$ cat config.mk
export PLATFORM = sky130hd
export DESIGN_NAME = uart_cmd_ctrl
export DESIGN_NICKNAME = d
export VERILOG_FILES = /design/src/rtl/uart_sys_pkg.sv /design/src/rtl/uart_cmd_ctrl.sv
export SDC_FILE = /design/constraint.sdc
export NUM_CORES = 1
export LEC_CHECK = 0
export ABC_AREA = 0
export CORE_MARGIN = 3
export CORE_UTILIZATION = 41
export CTS_BUF_LIST = sky130_fd_sc_hd__clkbuf_8 sky130_fd_sc_hd__clkbuf_16
export DETAILED_ROUTE_END_ITERATION = 8
export PLACE_DENSITY = 0.78
export REMOVE_ABC_BUFFERS = 1
export SYNTH_ARGS = -nofsm -noshare
export SYNTH_HDL_FRONTEND = slang
export SYNTH_SLANG_ARGS = --single-unit
$ cat constraint.sdc
create_clock -name clk -period 1.6 [get_ports clk]
set_clock_uncertainty 0.15 [all_clocks]
set_input_delay 0.24 -clock clk [delete_from_list [all_inputs] [get_ports clk]]
set_output_delay 0.24 -clock clk [all_outputs]
set_load 0.01 [all_outputs]
$ cat src/rtl/uart_sys_pkg.sv
`default_nettype none
// ============================================================================
// Package     : uart_sys_pkg
// Description : Command codes and sequencer state encoding for uart_cmd_ctrl.
// Revision    : 1.0 - initial release
// ============================================================================
package uart_sys_pkg;

  localparam logic [7:0] CMD_WR   = 8'hAA;
  localparam logic [7:0] CMD_RD   = 8'hBB;
  localparam logic [7:0] CMD_ALU  = 8'hCC;
  localparam logic [7:0] CMD_ALUN = 8'hDD;

  typedef enum logic [3:0] {
    IDLE     = 4'd0,
    WR_ADDR  = 4'd1,
    WR_DATA  = 4'd2,
    RD_ADDR  = 4'd3,
    RD_WAIT  = 4'd4,
    OP_A     = 4'd5,
    OP_B     = 4'd6,
    FUN      = 4'd7,
    ALU_WAIT = 4'd8,
    TX_LO    = 4'd9,
    TX_HI    = 4'd10,
    TX_RD    = 4'd11
  } state_t;

endpackage : uart_sys_pkg
`default_nettype wire

$ cat src/rtl/uart_cmd_ctrl.sv
`default_nettype none
// ============================================================================
// Module      : uart_cmd_ctrl
// Description : Decodes UART command frames into regfile/ALU operations and
//               pushes response bytes to the TX FIFO.
// Revision    : 1.0 - initial release
// ============================================================================
module uart_cmd_ctrl
  import uart_sys_pkg::*;
#(
  parameter int DATA_WIDTH = 8,
  parameter int ADDR_WIDTH = 4,
  parameter int FUN_WIDTH  = 4,
  parameter int ALU_WIDTH  = 16
) (
  input  logic                  clk,
  input  logic                  rst,
  input  logic [DATA_WIDTH-1:0] rx_data,
  input  logic                  rx_valid,
  input  logic [DATA_WIDTH-1:0] rf_rd_data,
  input  logic                  rf_rd_valid,
  input  logic [ALU_WIDTH-1:0]  alu_out,
  input  logic                  alu_out_valid,
  input  logic                  tx_full,
  output logic                  rf_wr_en,
  output logic                  rf_rd_en,
  output logic [ADDR_WIDTH-1:0] rf_addr,
  output logic [DATA_WIDTH-1:0] rf_wr_data,
  output logic                  alu_en,
  output logic [FUN_WIDTH-1:0]  alu_fun,
  output logic [DATA_WIDTH-1:0] tx_data,
  output logic                  tx_valid
);

  state_t                r_state;
  state_t                w_next;
  logic [ADDR_WIDTH-1:0] r_addr;
  logic [DATA_WIDTH-1:0] r_rd_byte;
  logic [FUN_WIDTH-1:0]  r_fun;
  logic [ALU_WIDTH-1:0]  r_result;
  logic                  w_take;
  logic                  w_tx_ok;

  // Strobes are suppressed while rst is high so an aborted frame has no side effects.
  assign w_take  = rx_valid && !rst;
  assign w_tx_ok = !tx_full && !rst;

  always_ff @(posedge clk) begin
    if (rst) begin
      r_state <= IDLE;
    end else begin
      r_state <= w_next;
    end
  end

  always_comb begin
    w_next = r_state;
    case (r_state)
      IDLE: begin
        if (rx_valid) begin
          if (rx_data == DATA_WIDTH'(CMD_WR)) begin
            w_next = WR_ADDR;
          end else if (rx_data == DATA_WIDTH'(CMD_RD)) begin
            w_next = RD_ADDR;
          end else if (rx_data == DATA_WIDTH'(CMD_ALU)) begin
            w_next = OP_A;
          end else if (rx_data == DATA_WIDTH'(CMD_ALUN)) begin
            w_next = FUN;
          end
        end
      end
      WR_ADDR:  if (rx_valid)      w_next = WR_DATA;
      WR_DATA:  if (rx_valid)      w_next = IDLE;
      RD_ADDR:  if (rx_valid)      w_next = RD_WAIT;
      RD_WAIT:  if (rf_rd_valid)   w_next = TX_RD;
      OP_A:     if (rx_valid)      w_next = OP_B;
      OP_B:     if (rx_valid)      w_next = FUN;
      FUN:      if (rx_valid)      w_next = ALU_WAIT;
      ALU_WAIT: if (alu_out_valid) w_next = TX_LO;
      TX_LO:    if (!tx_full)      w_next = TX_HI;
      TX_HI:    if (!tx_full)      w_next = IDLE;
      TX_RD:    if (!tx_full)      w_next = IDLE;
      default:                     w_next = IDLE;
    endcase
  end

  always_ff @(posedge clk) begin
    if (rst) begin
      r_addr    <= '0;
      r_rd_byte <= '0;
      r_fun     <= '0;
      r_result  <= '0;
    end else begin
      if ((r_state == WR_ADDR || r_state == RD_ADDR) && rx_valid) begin
        r_addr <= rx_data[ADDR_WIDTH-1:0];
      end
      if (r_state == RD_WAIT && rf_rd_valid) begin
        r_rd_byte <= rf_rd_data;
      end
      if (r_state == FUN && rx_valid) begin
        r_fun <= rx_data[FUN_WIDTH-1:0];
      end
      if (r_state == ALU_WAIT && alu_out_valid) begin
        r_result <= alu_out;
      end
    end
  end

  // alu_fun follows the registered function so it stays stable through ALU_WAIT.
  always_comb begin
    rf_wr_en   = 1'b0;
    rf_rd_en   = 1'b0;
    rf_addr    = '0;
    rf_wr_data = '0;
    alu_en     = 1'b0;
    alu_fun    = r_fun;
    tx_data    = '0;
    tx_valid   = 1'b0;
    case (r_state)
      WR_DATA: begin
        if (w_take) begin
          rf_wr_en   = 1'b1;
          rf_addr    = r_addr;
          rf_wr_data = rx_data;
        end
      end
      RD_ADDR: begin
        if (w_take) begin
          rf_rd_en = 1'b1;
          rf_addr  = rx_data[ADDR_WIDTH-1:0];
        end
      end
      OP_A: begin
        if (w_take) begin
          rf_wr_en   = 1'b1;
          rf_addr    = ADDR_WIDTH'(0);
          rf_wr_data = rx_data;
        end
      end
      OP_B: begin
        if (w_take) begin
          rf_wr_en   = 1'b1;
          rf_addr    = ADDR_WIDTH'(1);
          rf_wr_data = rx_data;
        end
      end
      FUN: begin
        if (w_take) begin
          alu_en  = 1'b1;
          alu_fun = rx_data[FUN_WIDTH-1:0];
        end
      end
      TX_LO: begin
        tx_data  = r_result[DATA_WIDTH-1:0];
        tx_valid = w_tx_ok;
      end
      TX_HI: begin
        tx_data  = r_result[ALU_WIDTH-1:DATA_WIDTH];
        tx_valid = w_tx_ok;
      end
      TX_RD: begin
        tx_data  = r_rd_byte;
        tx_valid = w_tx_ok;
      end
      default: begin
      end
    endcase
  end

endmodule : uart_cmd_ctrl
`default_nettype wire

# Word level (Yosys, flattened, before mapping)

Index checks and enable logic that the tools add are counted.

Register bits after elaboration: 36
Bits in latches: 0
Memory bits (writable): 0
Bits in read-only memories: 0
Word-level logic and storage cells: 76
Memories kept: 0

Add/sub/neg operators: 0
Multipliers: 0
Div/mod/pow operators: 0
$lt $le $gt $ge: 0
Eq/ne operators: 27
Shift operators: 0
Multiplexer cells: 30
Bitwise operators: 0
Reductions and logical operators: 14

Operators by type and width:

| kind                                                             | count |
|---|---|
| 4-bit 2-to-1 mux                                                 | 19 |
| 4-bit one-hot mux with 11 select lines                           | 1 |
| 8-bit == test (second input constant)                            | 4 |
| 8-bit one-hot mux with 3 select lines                            | 1 |
| 2-bit inequality test (second input constant)                    | 11 |
| 4-bit by 3-bit == test with 1-bit output (second input constant) | 4 |
| 4-bit == test (second input constant)                            | 4 |
| 8-bit 2-to-1 mux                                                 | 2 |
| 4-bit one-hot mux with 3 select lines                            | 1 |
| 12-bit AND reduction                                             | 1 |
| 4-bit by 2-bit == test with 1-bit output (second input constant) | 2 |
| 1-bit logical AND                                                | 6 |
| 1-bit 2-to-1 mux                                                 | 6 |
| 3-bit OR reduction                                               | 2 |
| 5-bit inequality test (second input constant)                    | 1 |
| 4-bit by 1-bit == test with 1-bit output (second input constant) | 1 |
| 4-bit zero test                                                  | 1 |
| 1-bit zero test                                                  | 2 |
| 2-bit OR reduction                                               | 1 |
| 1-bit logical OR                                                 | 1 |

# Logic depth before layout (Yosys ltp)

Gate-level depths: netlist of run 1.

Depth in word-level cells: 7
Gate-level depth with buffers: 7
Gate-level depth less buffers: 5

# Worst setup path before layout of run 1

No wires, ideal clock.

Kind: register -> output
Start: register r_state[2]
End: output port alu_fun[0]
Arrival time: 1.504 ns
Required time: 1.210 ns
Path slack: -0.294 ns
Cell stages (with the launch flop): 5
Path through: dfxtp_1 -> clkbuf_1 -> nand2_1 -> nor2_2 -> mux2_2

Word-level cells in the longest chain between the ends: 2

RTL lines:

| item                                     | line                 | text |
|---|---|---|
| from (decl)                              | uart_cmd_ctrl.sv:35  | `state_t r_state;` |
| from (signal assigned)                   | uart_cmd_ctrl.sv:52  | `r_state <= w_next;` |
| 4-bit by 3-bit == test with 1-bit output | uart_cmd_ctrl.sv:119 | `case (r_state)` |
| 4-bit 2-to-1 mux                         | uart_cmd_ctrl.sv:119 |  |
| to (decl)                                | uart_cmd_ctrl.sv:30  | `output logic [FUN_WIDTH-1:0] alu_fun,` |

No other way between the ends.

# Worst setup path after layout of run 1

Start: register r_state[3]
End: output port alu_fun[0]

Same word-level chain as after synthesis.

==> results of run 1 <==
-- critical path, stage by stage (launching register included) --
cell and delay (ns):
dfxtp_2 0.33, nand2b_4 0.15, nor2_4 0.10, nand2_2 0.09, nor2_4 0.19, buf_6 0.14
mux2_4 0.31, buf_6 0.12
-- metal layers --
metal	track usage [%]	routed length (um)
met4	9.256	278
met5	0	0
met3	4.788	442
met1	31.06	3247
met2	44.19	4260
-- stage by stage --
stage                     power [mW]  setup TNS (ns)  utilization, %
final                          4.757          -13.03           82.28
after global routing           4.936          -15.49           82.28
after CTS                      4.073          -10.27           74.80
after detailed placement       2.740          -30.54           64.73
after global placement         2.712          -28.80           64.73
after floorplan                1.916          -16.81               -
-- registers in the layout (all words and copies together), names as in the netlist --
register / count
r_state: 4
r_fun: 4
r_addr: 4
r_result: 16
r_rd_byte: 8
-- final cells by class --
type                       instances  area, um2  area share, %
sequential                        36      730.7          20.26
inverter                           1      6.256         0.1734
tap                               52      65.06          1.804
timing repair buffer             130       1214          33.65
multi-input combinational        178       1480          41.03
clock inverter                     3      42.54          1.179
clock buffer                       5      68.82          1.908
-- logic make-up (layout without fill, tap and decap cells) --
group                     count (synthesis)  in the layout
xor gates and xnor gates                  2              2
AOI/OAI and AO/OA                        46             47
muxes                                    28             28
and+or+nand+nor                         101            101
DFF                                      36             36
buffers and inverters                    16            139
-- final timing paths --
check | start | endpoint | cells after the start
max | r_state[3] | alu_fun[0] | 7
max reg2reg | r_state[1] | r_state[0] | 6
min reg2reg | r_result[2] | r_result[2] | 2
min | r_result[2] | r_result[2] | 2
-- timing repair --
item | in CTS | in global routing
setup endpoints to repair | 58 | 60
resized for setup | 201 | 66
setup buffers | 16 | 12
gates cloned | 2 | 0
hold endpoints to repair | 0 | 0
pin swaps | 26 | 38
-- where the power goes --
part	switching [mW]	internal [mW]	total, mW
Clock	0.360	0.461	0.821
Combinational	1.32	1.50	2.82
Sequential	0.106	1.01	1.11
-- synth_stat cells, types with 2 or more instances --
cell	instances	area (um2)
nand2_1	39	146.4
dfxtp_1	36	720.7
nor2_1	35	131.4
a21oi_1	23	115.1
mux2i_1	15	150.1
mux2_2	13	146.4
clkbuf_1	10	37.54
a22oi_1	8	60.06
and2_1	7	43.79
buf_2	4	20.02
a22o_1	3	26.28
nand2b_1	3	18.77
nand3b_1	2	15.01
nand4bb_1	2	22.52
nor2_2	2	12.51
or4b_1	2	20.02
==> results.json, run 1 <==
{
  "insertion_delay_ns": 0.30,
  "peakVddDrop_uv": 793.4,
  "routed_wl_mm": 8.228,
  "syn_avg_cell_area_um2": 8.234,
  "core_area_um2": 4384,
  "syn_area_um2": 1886,
  "yosysSeqAreaShare_pct": 38.22,
  "dpl_cell_area_um2": 2838,
  "grt_usage_pct": 25.49,
  "cts.sinks": 36,
  "wl_per_cell_um": 20.32,
  "io_pins": 66,
  "drt-initial-drc-count": 217,
  "mostFrequentLayoutCells": "buf_4, buf_6, clkdlybuf4s50_1, dfxtp_1, nor2_1",
  "worstSetupEndpointType": "primary output",
  "drtPass1Iterations": 4,
  "design_area_um2": 3607,
  "rrSetupSlack_ns": -0.36,
  "grt_max_degree": 35,
  "h-tree-depth": 2,
  "synth_top_family_by_area": "simple AND/OR/NAND/NOR gates",
  "area_delta_synth_final_pct": 91.31,
  "die_w_um": 73.82,
  "finalSetupViolCount": 61,
  "synth_cells": 229,
  "violations": "setup timing",
  "synth_xor_area_share_pct": 0.9290,
  "critical_path_arrival_ns": 1.72,
  "hold_slack_ns": 0.3124,
  "fill_cells": 235,
  "start_util_pct": 43.01,
  "outcome": "finished, violations left",
  "final_nets": 390,
  "vias": 2323,
  "worst_pin_slew_ns": 0.4432,
  "max-cap-violations": 0,
  "synthAdderAreaFrac_pct": 0,
  "slew_violations": 0,
  "fmax_mhz": 474.6,
  "powerDensity_nw_per_um2": 1319,
  "yosys_warnings": 0,
  "detail-route-antenna-nets": 0,
  "critPathLaunchType": "flop",
  "grt_first_pass_wirelength_mm": 10.53,
  "cts_tree": "yes",
  "cts_buffers": 5,
  "grt.overflow.total": 0,
  "finalHoldViolations": 0,
  "num_rows": 24,
  "cts_buffer_depth": 2,
  "synth.distinct_cells": 41,
  "crit_type": "flop to primary output",
  "leakage_nw": 1.535,
  "synth.area.mux_share_pct": 15.73,
  "fin_ws_ns": -0.5070,
  "dp.cells": 369,
  "grt_pass1_vias": 2182,
  "clockRootBuffer": "clkbuf_8",
  "pre_cts_ws_ns": -0.9517,
  "die_y_um": 73.82,
  "ctsHoldBuffers": 0,
  "drive_above_1_share_pct": 54.11,
  "avgViaCountPerCell": 5.736,
  "yosys_most_used_dff": "dfxtp_1",
  "async_flop_share_pct": 0,
  "yosys.area_share.simple_pct": 25.22,
  "insertedDiodeCount": 0,
  "clk_pin_slew_worst_paths_ns": 0.07,
  "dp.final_hpwl_mm": 3.834,
  "antenna_found_initial": 0,
  "required_ns": 1.21,
  "rsz0062_at_grt": "yes",
  "drc_errors": 0,
  "fin_crit_ns": 2.107,
  "fin_crit_sh_pct": 131.7,
  "slew-limit-headroom_pct": 70.18,
  "synth-seq-cells": 36,
  "synth_edf_count": 0,
  "layout_commonest_cell": "buf_4",
  "die_area_um2": 5449,
  "synth-compound-area-share_pct": 16.46,
  "hold_path.class": "flop to flop",
  "globalplace.congestion": 0.7983,
  "cp_max_fo": 4,
  "instances_no_fill": 405,
  "io_buffer_count": 65
}
(Power assumes the default switching activity.)
==> run 2, diff against run 1 <==
--- a/config.mk
+++ b/config.mk
@@ -8,8 +8,8 @@
 export ABC_AREA = 0
 export CORE_MARGIN = 3
-export CORE_UTILIZATION = 41
+export CORE_UTILIZATION = 45
 export CTS_BUF_LIST = sky130_fd_sc_hd__clkbuf_8 sky130_fd_sc_hd__clkbuf_16
 export DETAILED_ROUTE_END_ITERATION = 8
-export PLACE_DENSITY = 0.78
+export PLACE_DENSITY = 0.81
 export REMOVE_ABC_BUFFERS = 1
 export SYNTH_ARGS = -nofsm -noshare
==> constraint.sdc (replaced) <==
create_clock -name clk -period 2.01 [get_ports clk]
set_clock_uncertainty 0.15 [all_clocks]
set_input_delay 0.5025 -clock clk [delete_from_list [all_inputs] [get_ports clk]]
set_output_delay 0.5025 -clock clk [all_outputs]
set_load 0.01 [all_outputs]
==> run 2 against run 1 <==
The run still ends with setup timing left. Clock power down 34%. Clock-buffer cell count up 1. Sequential power down 21%. Combinational power down 26%. Critical endpoint is now alu_fun[3]. Largest cell class unchanged. Largest power group unchanged.
==> results.json, run 2 (synthesis gave the netlist of run 1 again) <==
{
  "grt_max_degree": 34,
  "hold_path.class": "flop to flop",
  "final_nets": 378,
  "cts_buffer_depth": 2,
  "max-cap-violations": 0,
  "worstSetupEndpointType": "primary output",
  "ctsHoldBuffers": 0,
  "start_util_pct": 48.93,
  "die_area_um2": 5003,
  "cts_buffers": 5,
  "outcome": "finished, violations left",
  "io_buffer_count": 65,
  "powerDensity_nw_per_um2": 1072,
  "cts_tree": "yes",
  "grt_usage_pct": 26.53,
  "fin_crit_sh_pct": 113.5,
  "max_stage_delay_ns": 0.33,
  "core_area_um2": 3854,
  "clockRootBuffer": "clkbuf_8",
  "die_w_um": 70.73,
  "insertion_delay_ns": 0.30,
  "critPathLaunchType": "flop",
  "leakage_nw": 1.355,
  "path_buf_inv": 2,
  "clkPwrFrac_pct": 15.4,
  "grt_first_pass_wirelength_mm": 10.79,
  "die_y_um": 70.73,
  "worst_pin_slew_ns": 0.4409,
  "peakVddDrop_uv": 768.1,
  "finalSetupViolCount": 27,
  "crit_type": "flop to primary output",
  "slew-limit-headroom_pct": 70.51,
  "critPathTopFamily": "simple AND/OR/NAND/NOR gates",
  "slew_violations": 0,
  "cts.sinks": 36,
  "cp_max_fo": 7,
  "layout_commonest_cell": "buf_4",
  "antenna_found_initial": 0,
  "fmax_mhz": 438.2,
  "routed_wl_mm": 7.349,
  "regMostFlops": "r_result",
  "finalHoldViolations": 0,
  "drtPass1Iterations": 4,
  "dpl_cell_area_um2": 2855,
  "dp.final_hpwl_mm": 3.968,
  "wl_per_cell_um": 18.89,
  "avgViaCountPerCell": 5.666,
  "design_area_um2": 3258,
  "comb_power_share_pct": 59.5,
  "fin_ws_ns": -0.2721,
  "pre_cts_ws_ns": -1.023,
  "h-tree-depth": 2,
  "p_sw_share_pct": 38.23,
  "p_int_mw": 2.156,
  "detail-route-antenna-nets": 0,
  "io_pins": 66,
  "num_rows": 22,
  "fin_crit_ns": 2.282,
  "grt_pass1_vias": 2267,
  "drc_errors": 0,
  "worst_path_max_delay_cell": "dfxtp_2",
  "mostFrequentLayoutCells": "buf_4, nand2_1, dfxtp_1",
  "vias": 2204,
  "seqPwrFrac_pct": 25.1,
  "drt-initial-drc-count": 174,
  "violations": "setup timing",
  "critical_path_arrival_ns": 1.63,
  "drive_above_1_share_pct": 43.11,
  "globalplace.congestion": 0.8080,
  "rsz0062_at_grt": "yes",
  "worst_path_most_repeated_cell": "buf_6",
  "reg_top3": "r_result (16), r_rd_byte (8)",
  "insertedDiodeCount": 0,
  "area_delta_synth_final_pct": 72.79,
  "clk_pin_slew_worst_paths_ns": 0.08,
  "grt.overflow.total": 0,
  "crit_chain": "nand2b_4 > nor2_4 > nand2_2 > nor2_2 > buf_6 > mux2_4 > buf_6",
  "required_ns": 1.36,
  "largest_register_ffs": 16,
  "power_switching_mw": 1.335
}
-- run 2: path summary, 6_finish.rpt --
path	from	endpoint	slack, ns	cells after the start
worst max-delay path	r_state[3]	alu_fun[3]	-0.27	7
worst min-delay path	r_result[2]	r_result[2]	0.31	2
worst max register to register	r_state[1]	r_state[0]	-0.13	7
worst min register to register	r_result[2]	r_result[2]	0.31	2
-- run 2: layout make-up --
class / count / area [um2]
clock buffer: 6 / 82.58
clock inverter: 2 / 7.507
fill: 222 / 595.6
inverter: 1 / 3.754
multi-input combinational: 178 / 1366
sequential: 36 / 730.7
tap: 48 / 60.06
timing repair buffer: 118 / 1007
-- run 2: power groups by stage --
| stage | logic [mW] | registers (mW) | clock network, mW |
|---|---|---|---|
| after floorplan | 0.582 | 0.943 | 0 |
| after global routing | 2.19 | 0.882 | 0.567 |
| after global placement | 1.33 | 0.855 | 0 |
| after CTS | 1.74 | 0.852 | 0.524 |
| final | 2.08 | 0.875 | 0.539 |
| after detailed placement | 1.36 | 0.857 | 0 |
-- run 2: metal layers --
metal	up-vias	track usage (%)	wire length, um
li1	1023	-	-
met1	1075	29.99	2863
met2	82	49.23	3896
met3	24	4.545	318
met4	0	10.02	270
met5	-	0	0
-- run 2: metrics by stage --
| stage | power, mW | setup TNS, ns | utilization (%) | hold slack (ns) | cells |
|---|---|---|---|---|---|
| finish | 3.491 | -3.460 | 84.55 | 0.3124 | 389 |
| global route | 3.639 | -4.623 | 84.55 | 0.3388 | 389 |
| CTS | 3.121 | -2.448 | 81.10 | 0.3087 | 387 |
| detailed placement | 2.212 | -24.98 | 74.09 | 0.2969 | 368 |
| global placement | 2.189 | -24.23 | 74.09 | 0.2918 | 368 |
| floorplan | 1.525 | -4.452 | - | 0.2778 | 214 |
-- run 2: worst register-to-register path, delay by kind of cell (launching register included) --
family          cells  cell delay (ns)
buf+inv             2             0.26
flops               1             0.37
compound gates      3             0.35
simple gates        2             0.95
-- run 2: repair_timing --
action	CTS	global route
hold endpoints to repair	0	0
resized for setup	184	32
setup endpoints to repair	34	30
buffers inserted	11	6
gates cloned	0	1
pin swaps	18	21
